$ cat src/rtl/cla_add_sequencer_pkg.sv
// Shared types and constants for the nibble-serial add/subtract sequencer.
package cla_seq_pkg;

    typedef enum logic [1:0] {
        IDLE = 2'd0,
        RUN  = 2'd1,
        DONE = 2'd2
    } state_t;

    localparam logic OP_ADD = 1'b0;
    localparam logic OP_SUB = 1'b1;

endpackage

$ cat src/rtl/cla_add_sequencer_if.sv
// Request/response bundle between two operand requesters, the sequencer and the result consumer.
interface cla_add_sequencer_if #(
    parameter int NIBBLES = 4
);
    localparam int W = 4 * NIBBLES;

    logic         req0_valid;
    logic         req0_ready;
    logic [W-1:0] req0_a;
    logic [W-1:0] req0_b;
    logic         req0_op;

    logic         req1_valid;
    logic         req1_ready;
    logic [W-1:0] req1_a;
    logic [W-1:0] req1_b;
    logic         req1_op;

    logic         rsp_valid;
    logic         rsp_ready;
    logic [W-1:0] rsp_sum;
    logic         rsp_cout;
    logic         rsp_id;

    modport master (
        output req0_valid, req0_a, req0_b, req0_op,
        output req1_valid, req1_a, req1_b, req1_op,
        output rsp_ready,
        input  req0_ready, req1_ready,
        input  rsp_valid, rsp_sum, rsp_cout, rsp_id
    );

    modport slave (
        input  req0_valid, req0_a, req0_b, req0_op,
        input  req1_valid, req1_a, req1_b, req1_op,
        input  rsp_ready,
        output req0_ready, req1_ready,
        output rsp_valid, rsp_sum, rsp_cout, rsp_id
    );

endinterface

$ cat src/rtl/cla_add_sequencer_slice.sv
// Combinational 4-bit carry-lookahead slice with generate/propagate/kill terms.
module cla4_slice (
    input  logic [3:0] a,
    input  logic [3:0] b,
    input  logic       cin,
    output logic [3:0] s,
    output logic       cout
);

    logic [3:0] g;
    logic [3:0] p;
    logic [3:0] k;
    logic [3:0] t;
    logic [4:1] c;

    assign g = a & b;
    assign p = a ^ b;
    assign k = ~(a | b);
    // A carry passes through any bit position that does not kill it.
    assign t = ~k;

    assign c[1] = g[0] | (t[0] & cin);
    assign c[2] = g[1] | (t[1] & g[0]) | (t[1] & t[0] & cin);
    assign c[3] = g[2] | (t[2] & g[1]) | (t[2] & t[1] & g[0])
                | (t[2] & t[1] & t[0] & cin);
    assign c[4] = g[3] | (t[3] & g[2]) | (t[3] & t[2] & g[1])
                | (t[3] & t[2] & t[1] & g[0]) | (t[3] & t[2] & t[1] & t[0] & cin);

    assign s    = p ^ {c[3], c[2], c[1], cin};
    assign cout = c[4];

endmodule

$ cat src/rtl/cla_add_sequencer.sv
// Two-requester wide add/subtract engine that time-multiplexes one 4-bit CLA slice,
// one nibble per cycle, with round-robin arbitration and a held valid/ready response.
module cla_add_sequencer
    import cla_seq_pkg::*;
#(
    parameter int NIBBLES = 4
) (
    input  logic                clk,
    input  logic                rst,
    cla_add_sequencer_if.slave  bus
);

    localparam int W     = 4 * NIBBLES;
    localparam int IDX_W = (NIBBLES > 1) ? $clog2(NIBBLES) : 1;
    localparam logic [IDX_W-1:0] IDX_LAST = IDX_W'(NIBBLES - 1);

    state_t           state;
    logic             ptr;
    logic             id_q;
    logic             carry_q;
    logic [IDX_W-1:0] idx;
    logic [W-1:0]     a_q;
    logic [W-1:0]     b_q;
    logic [W-1:0]     result_q;

    logic             grant0;
    logic             grant1;
    logic [3:0]       nib_a;
    logic [3:0]       nib_b;
    logic [3:0]       nib_s;
    logic             nib_cout;

    // Round-robin only matters on contention; a lone requester always wins.
    always_comb begin
        grant0 = 1'b0;
        grant1 = 1'b0;
        if (state == IDLE) begin
            grant0 = bus.req0_valid & (~bus.req1_valid | ~ptr);
            grant1 = bus.req1_valid & (~bus.req0_valid |  ptr);
        end
    end

    always_comb begin
        nib_a = 4'd0;
        nib_b = 4'd0;
        for (int i = 0; i < NIBBLES; i++) begin
            if (idx == IDX_W'(i)) begin
                nib_a = a_q[4*i +: 4];
                nib_b = b_q[4*i +: 4];
            end
        end
    end

    cla4_slice u_slice (
        .a    (nib_a),
        .b    (nib_b),
        .cin  (carry_q),
        .s    (nib_s),
        .cout (nib_cout)
    );

    always_ff @(posedge clk) begin
        if (rst) begin
            state    <= IDLE;
            ptr      <= 1'b0;
            id_q     <= 1'b0;
            carry_q  <= 1'b0;
            idx      <= '0;
            result_q <= '0;
        end else begin
            case (state)
                IDLE: begin
                    if (grant0 | grant1) begin
                        // Subtraction is A + ~B + 1; the +1 enters as the initial carry.
                        if (grant1) begin
                            a_q     <= bus.req1_a;
                            b_q     <= (bus.req1_op == OP_SUB) ? ~bus.req1_b : bus.req1_b;
                            carry_q <= bus.req1_op;
                        end else begin
                            a_q     <= bus.req0_a;
                            b_q     <= (bus.req0_op == OP_SUB) ? ~bus.req0_b : bus.req0_b;
                            carry_q <= bus.req0_op;
                        end
                        id_q  <= grant1;
                        ptr   <= ~grant1;
                        idx   <= '0;
                        state <= RUN;
                    end
                end
                RUN: begin
                    for (int i = 0; i < NIBBLES; i++) begin
                        if (idx == IDX_W'(i)) begin
                            result_q[4*i +: 4] <= nib_s;
                        end
                    end
                    carry_q <= nib_cout;
                    if (idx == IDX_LAST) begin
                        state <= DONE;
                    end else begin
                        idx <= idx + 1'b1;
                    end
                end
                DONE: begin
                    if (bus.rsp_ready) begin
                        state <= IDLE;
                    end
                end
                default: state <= IDLE;
            endcase
        end
    end

    assign bus.req0_ready = grant0 & ~rst;
    assign bus.req1_ready = grant1 & ~rst;
    assign bus.rsp_valid  = (state == DONE);
    assign bus.rsp_sum    = result_q;
    assign bus.rsp_cout   = carry_q;
    assign bus.rsp_id     = id_q;

endmodule
$ cat src/flat_wrapper.sv
// flat-port wrapper written by rule: the top's interface ports become plain ports
module cla_add_sequencer_flat import cla_seq_pkg::*;
#(
    parameter int NIBBLES = 4
)
  (clk, rst, bus_req0_valid, bus_req0_a, bus_req0_b, bus_req0_op, bus_req1_valid, bus_req1_a, bus_req1_b, bus_req1_op, bus_rsp_ready, bus_req0_ready, bus_req1_ready, bus_rsp_valid, bus_rsp_sum, bus_rsp_cout, bus_rsp_id);
  cla_add_sequencer_if #(.NIBBLES(NIBBLES)) bus_i ();
  input  logic clk;
  input  logic rst;
  input wire logic [$bits(bus_i.req0_valid)-1:0] bus_req0_valid;
  input wire logic [$bits(bus_i.req0_a)-1:0] bus_req0_a;
  input wire logic [$bits(bus_i.req0_b)-1:0] bus_req0_b;
  input wire logic [$bits(bus_i.req0_op)-1:0] bus_req0_op;
  input wire logic [$bits(bus_i.req1_valid)-1:0] bus_req1_valid;
  input wire logic [$bits(bus_i.req1_a)-1:0] bus_req1_a;
  input wire logic [$bits(bus_i.req1_b)-1:0] bus_req1_b;
  input wire logic [$bits(bus_i.req1_op)-1:0] bus_req1_op;
  input wire logic [$bits(bus_i.rsp_ready)-1:0] bus_rsp_ready;
  output wire logic [$bits(bus_i.req0_ready)-1:0] bus_req0_ready;
  output wire logic [$bits(bus_i.req1_ready)-1:0] bus_req1_ready;
  output wire logic [$bits(bus_i.rsp_valid)-1:0] bus_rsp_valid;
  output wire logic [$bits(bus_i.rsp_sum)-1:0] bus_rsp_sum;
  output wire logic [$bits(bus_i.rsp_cout)-1:0] bus_rsp_cout;
  output wire logic [$bits(bus_i.rsp_id)-1:0] bus_rsp_id;
  assign bus_i.req0_valid = bus_req0_valid;
  assign bus_i.req0_a = bus_req0_a;
  assign bus_i.req0_b = bus_req0_b;
  assign bus_i.req0_op = bus_req0_op;
  assign bus_i.req1_valid = bus_req1_valid;
  assign bus_i.req1_a = bus_req1_a;
  assign bus_i.req1_b = bus_req1_b;
  assign bus_i.req1_op = bus_req1_op;
  assign bus_i.rsp_ready = bus_rsp_ready;
  assign bus_req0_ready = bus_i.req0_ready;
  assign bus_req1_ready = bus_i.req1_ready;
  assign bus_rsp_valid = bus_i.rsp_valid;
  assign bus_rsp_sum = bus_i.rsp_sum;
  assign bus_rsp_cout = bus_i.rsp_cout;
  assign bus_rsp_id = bus_i.rsp_id;
  cla_add_sequencer #(.NIBBLES(NIBBLES)) u_core (.clk(clk), .rst(rst), .bus(bus_i));
endmodule
$ cat config.mk
export PLATFORM = sky130hd
export DESIGN_NAME = cla_add_sequencer_flat
export DESIGN_NICKNAME = d
export VERILOG_FILES = /design/src/rtl/cla_add_sequencer_pkg.sv /design/src/rtl/cla_add_sequencer_if.sv /design/src/rtl/cla_add_sequencer_slice.sv /design/src/rtl/cla_add_sequencer.sv /design/src/flat_wrapper.sv
export SDC_FILE = /design/constraint.sdc
export NUM_CORES = 1
export LEC_CHECK = 0
export ABC_AREA = 1
export BUFFER_PORTS_ARGS = -buffer_cell sky130_fd_sc_hd__buf_2
export CAP_MARGIN = 30
export CORE_AREA = 5 5 96 98
export CTS_CLUSTER_SIZE = 30
export DETAILED_ROUTE_END_ITERATION = 8
export DIE_AREA = 0 0 101 103
export PLACE_DENSITY = 0.73
export SLEW_MARGIN = 15
export SYNTH_ARGS = -nofsm -noshare
export SYNTH_HDL_FRONTEND = slang
export SYNTH_HIERARCHICAL = 1
export SYNTH_SLANG_ARGS = --single-unit
$ cat constraint.sdc
create_clock -name clk -period 5.7 [get_ports clk]
set_input_delay 1.14 -clock clk [delete_from_list [all_inputs] [get_ports clk]]
set_output_delay 1.14 -clock clk [all_outputs]
set_load 0.01 [all_outputs]
==> results.py <==
metrics = {
    "yosys": {
        "synth_top_family_by_area": "simple AND/OR/NAND/NOR gates",
        "ys_seq_elements": 55,
        "synth_mux_area_frac": 0,
        "synth-async-reset-ratio": 0,
        "avgSynthCellArea_um2": 8.09,
        "synthAdderAreaFrac": 0.0567,
        "synth_top_area_cell": "edfxtp_1",
        "synth_ff_type": "edfxtp_1",
        "synth-compound-area-share": 0.109,
        "netlist_instances": 398,
        "synth_warnings": 6,
        "synth_cell_types": 25,
        "synth_common_cells": "125 x nand2_1, 38 x a21oi_1, 32 x edfxtp_1",
        "syn_nets": 483,
        "synth_top_area_frac": 0.298,
        "synth_xor_area_frac": 0.0897,
        "synth_area_leaders": "edfxtp_1 30%, nand2_1 15%, dfxtp_1 14%, a21oi_1 5.9%, ha_1 5.1%",
        "yosys.area_share.simple": 0.230,
        "synth_edf_count": 32,
        "synth_most_common_cell": "nand2_1",
        "ys_seq_area_frac": 0.441,
        "syn_area_um2": 3220,
    },
    "worst_setup_path": {
        "arrival_ns": 2.13,
        "crit_slowest_cell": "nand3_4",
        "worstPathRequired_ns": 4.56,
        "path_class": "input pin to output port",
        "crit_path_max_fanout": 52,
        "cp_common_cell": "buf_2",
        "crit_path_max_incr_delay_ns": 0.39,
        "cp-start-kind": "input pin",
        "worstPathCellList": "buf_2, nand2_1, nand3_4, nor2_1, buf_2",
        "cp-end-kind": "output port",
    },
    "finish": {
        "n_fill_cell": 849,
        "multi_input_area_um2": 1570,
        "n_antenna_cell": 0,
        "fin_area_um2": 3800,
        "register_area_um2": 1420,
        "drive_gt1_frac": 0.230,
        "nNetsFinal": 562,
        "syn_to_final_growth_pct": 17.9,
    },
    "global_routing": {
        "grt_max_degree": 53,
        "grt.total_usage": 0.132,
        "grt_pass1_wl_um": 10900,
        "grt_pass1_vias": 2547,
        "antenna_found_initial": 0,
        "grt_overflow": 0,
    },
    "power_and_ir_drop": {
        "internal_power_w": 0.000673,
        "pwr-share-comb": 0.280,
        "net-switching-power_w": 0.000300,
        "sw_frac_of_total": 0.308,
        "p_per_area_nw_per_um2": 256,
        "clock_power_share": 0.238,
        "power_frac_seq": 0.482,
        "power.leakage_nw": 1.74,
        "ir_worst_vdd_v": 0.000102,
    },
    "job": {
        "maxCapViolations": 0,
    },
    "sta": {
        "slew_viol_final": 0,
        "timing.setup.tns_ns": 0,
        "hold_violations": 0,
        "min_period_ns": 3.27,
        "fin_crit_sh": 0.574,
        "worst_pin_slew_ns": 0.687,
        "rsz0062_at_grt": "false",
        "max_slew_margin": 0.542,
        "setup_viol": 0,
        "fmax_mhz": 306,
        "skew_ns": 0.00735,
    },
    "cts": {
        "tritoncts": "yes",
        "clock_sinks": 55,
        "clockBufferDepth": 2,
        "cts-htree-levels": 2,
        "numCtsBuffers": 5,
        "ctsResizeCount": 0,
        "clkTransAtPathRegs_ns": 0.09,
        "postCtsHoldBufs": 0,
        "worstSkewPairLatency_ns": 0.30,
        "post_cts_buffers": 0,
        "clock-root-buffer": "clkbuf_8",
    },
    "min_path": {
        "worstHoldPathType": "flop to flop",
    },
    "route": {
        "first_pass_iters": 4,
        "post_drt_wl_per_cell_um": 11.7,
        "wl_um": 6850,
        "drc": 0,
        "antenna_left": 0,
        "vias": 2756,
        "avgViaCountPerCell": 4.70,
        "drt_iter0_markers": 90,
    },
    "floorplanning": {
        "die_area_um2": 10400,
        "num_rows": 34,
        "die_x_um": 101,
        "initial_utilization": 0.384,
        "core-area_um2": 8380,
        "die_y_um": 103,
        "num_io_pins": 92,
    },
    "placed_design": {
        "placed_area_um2": 3700,
        "gp_congestion": 0.894,
        "hpwlAfterDp_um": 5390,
        "numPortBuffers": 91,
    },
    "run_status": {
        "status": "finished clean",
    },
}
==> logic make-up (layout without fill, tap and decap cells) <==
logic type	after synthesis	in the layout
buf+inv	50	130
flops	55	55
xor+xnor	33	33
fa+ha+maj	14	14
simple gates	178	178
compound gates	68	68
==> metrics by stage <==
stage | setup WS (ns) | utilization | total power, W | instances | hold WS (ns)
floorplan | 2.40 | - | 0.000674 | 398 | 0.457
global placement | 2.43 | 0.441 | 0.000745 | 578 | 0.448
detailed placement | 2.40 | 0.441 | 0.000752 | 578 | 0.454
CTS | 2.40 | 0.453 | 0.000981 | 586 | 0.466
global route | 2.31 | 0.453 | 0.00104 | 586 | 0.489
finish | 2.43 | 0.453 | 0.000972 | 586 | 0.463
==> cell usage in the layout (no fill, tap or decap), drive strengths merged <==
cell type	netlist	final
nand4	4	4
nand2	129	129
a21boi	1	1
o21ai	27	27
edfxtp	32	32
nand3	25	25
dfxtp	23	23
inv	30	30
a211oi	2	2
xnor2	17	17
fa	1	1
a21oi	38	38
buf	16	92
xor2	16	16
clkbuf	4	8
ha	13	13
nor2	20	20
==> routing by layer <==
metal | wire length (um) | global-route usage | up-vias
li1 | - | - | 1450
met1 | 3120 | 0.164 | 1224
met4 | 82 | 0.0378 | 0
met5 | 0 | 0 | -
met2 | 3230 | 0.231 | 75
met3 | 425 | 0.0271 | 7
==> final timing paths <==
check	depth (start not counted)	to	from	slack, ns
worst max-delay path	5	bus_req1_ready	bus_req0_valid	2.43
worst min-delay path	2	u_core/bus.rsp_sum[8]$_SDFFE_PP0P_	u_core/bus.rsp_sum[8]$_SDFFE_PP0P_	0.46
worst max register to register	11	u_core/bus.rsp_sum[5]$_SDFFE_PP0P_	u_core/idx[1]$_SDFFE_PP0P_	2.83
worst min register to register	2	u_core/bus.rsp_sum[8]$_SDFFE_PP0P_	u_core/bus.rsp_sum[8]$_SDFFE_PP0P_	0.46
==> state kept, by name, indices dropped and copies added, names as in the netlist <==
name	flops
u_core/bus.rsp_id	1
u_core/idx	2
u_core/b_q	16
u_core/state	2
u_core/bus.rsp_cout	1
u_core/a_q	16
u_core/ptr	1
u_core/bus.rsp_sum	16
==> power groups by stage <==
stage	sequential, W	clock (W)	combinational [W]
after floorplan	0.000480	0	0.000194
after global placement	0.000478	0	0.000267
after detailed placement	0.000478	0	0.000274
after CTS	0.000469	0.000237	0.000275
after global routing	0.000472	0.000257	0.000309
final	0.000469	0.000231	0.000273
==> critical path: cells and delay by family <==
kind,cells,cell delay [ns]
simple gates,3,0.71
buf+inv,2,0.27
==> layout make-up <==
type                    count  share of cell area
inverters                  30              0.0296
multi-input cells         293               0.412
repair buffers             92               0.122
flip-flops and latches     55               0.374
clock buffers               8              0.0267
well taps                 108              0.0356
No activity file was read; power rests on OpenSTA's default activity.
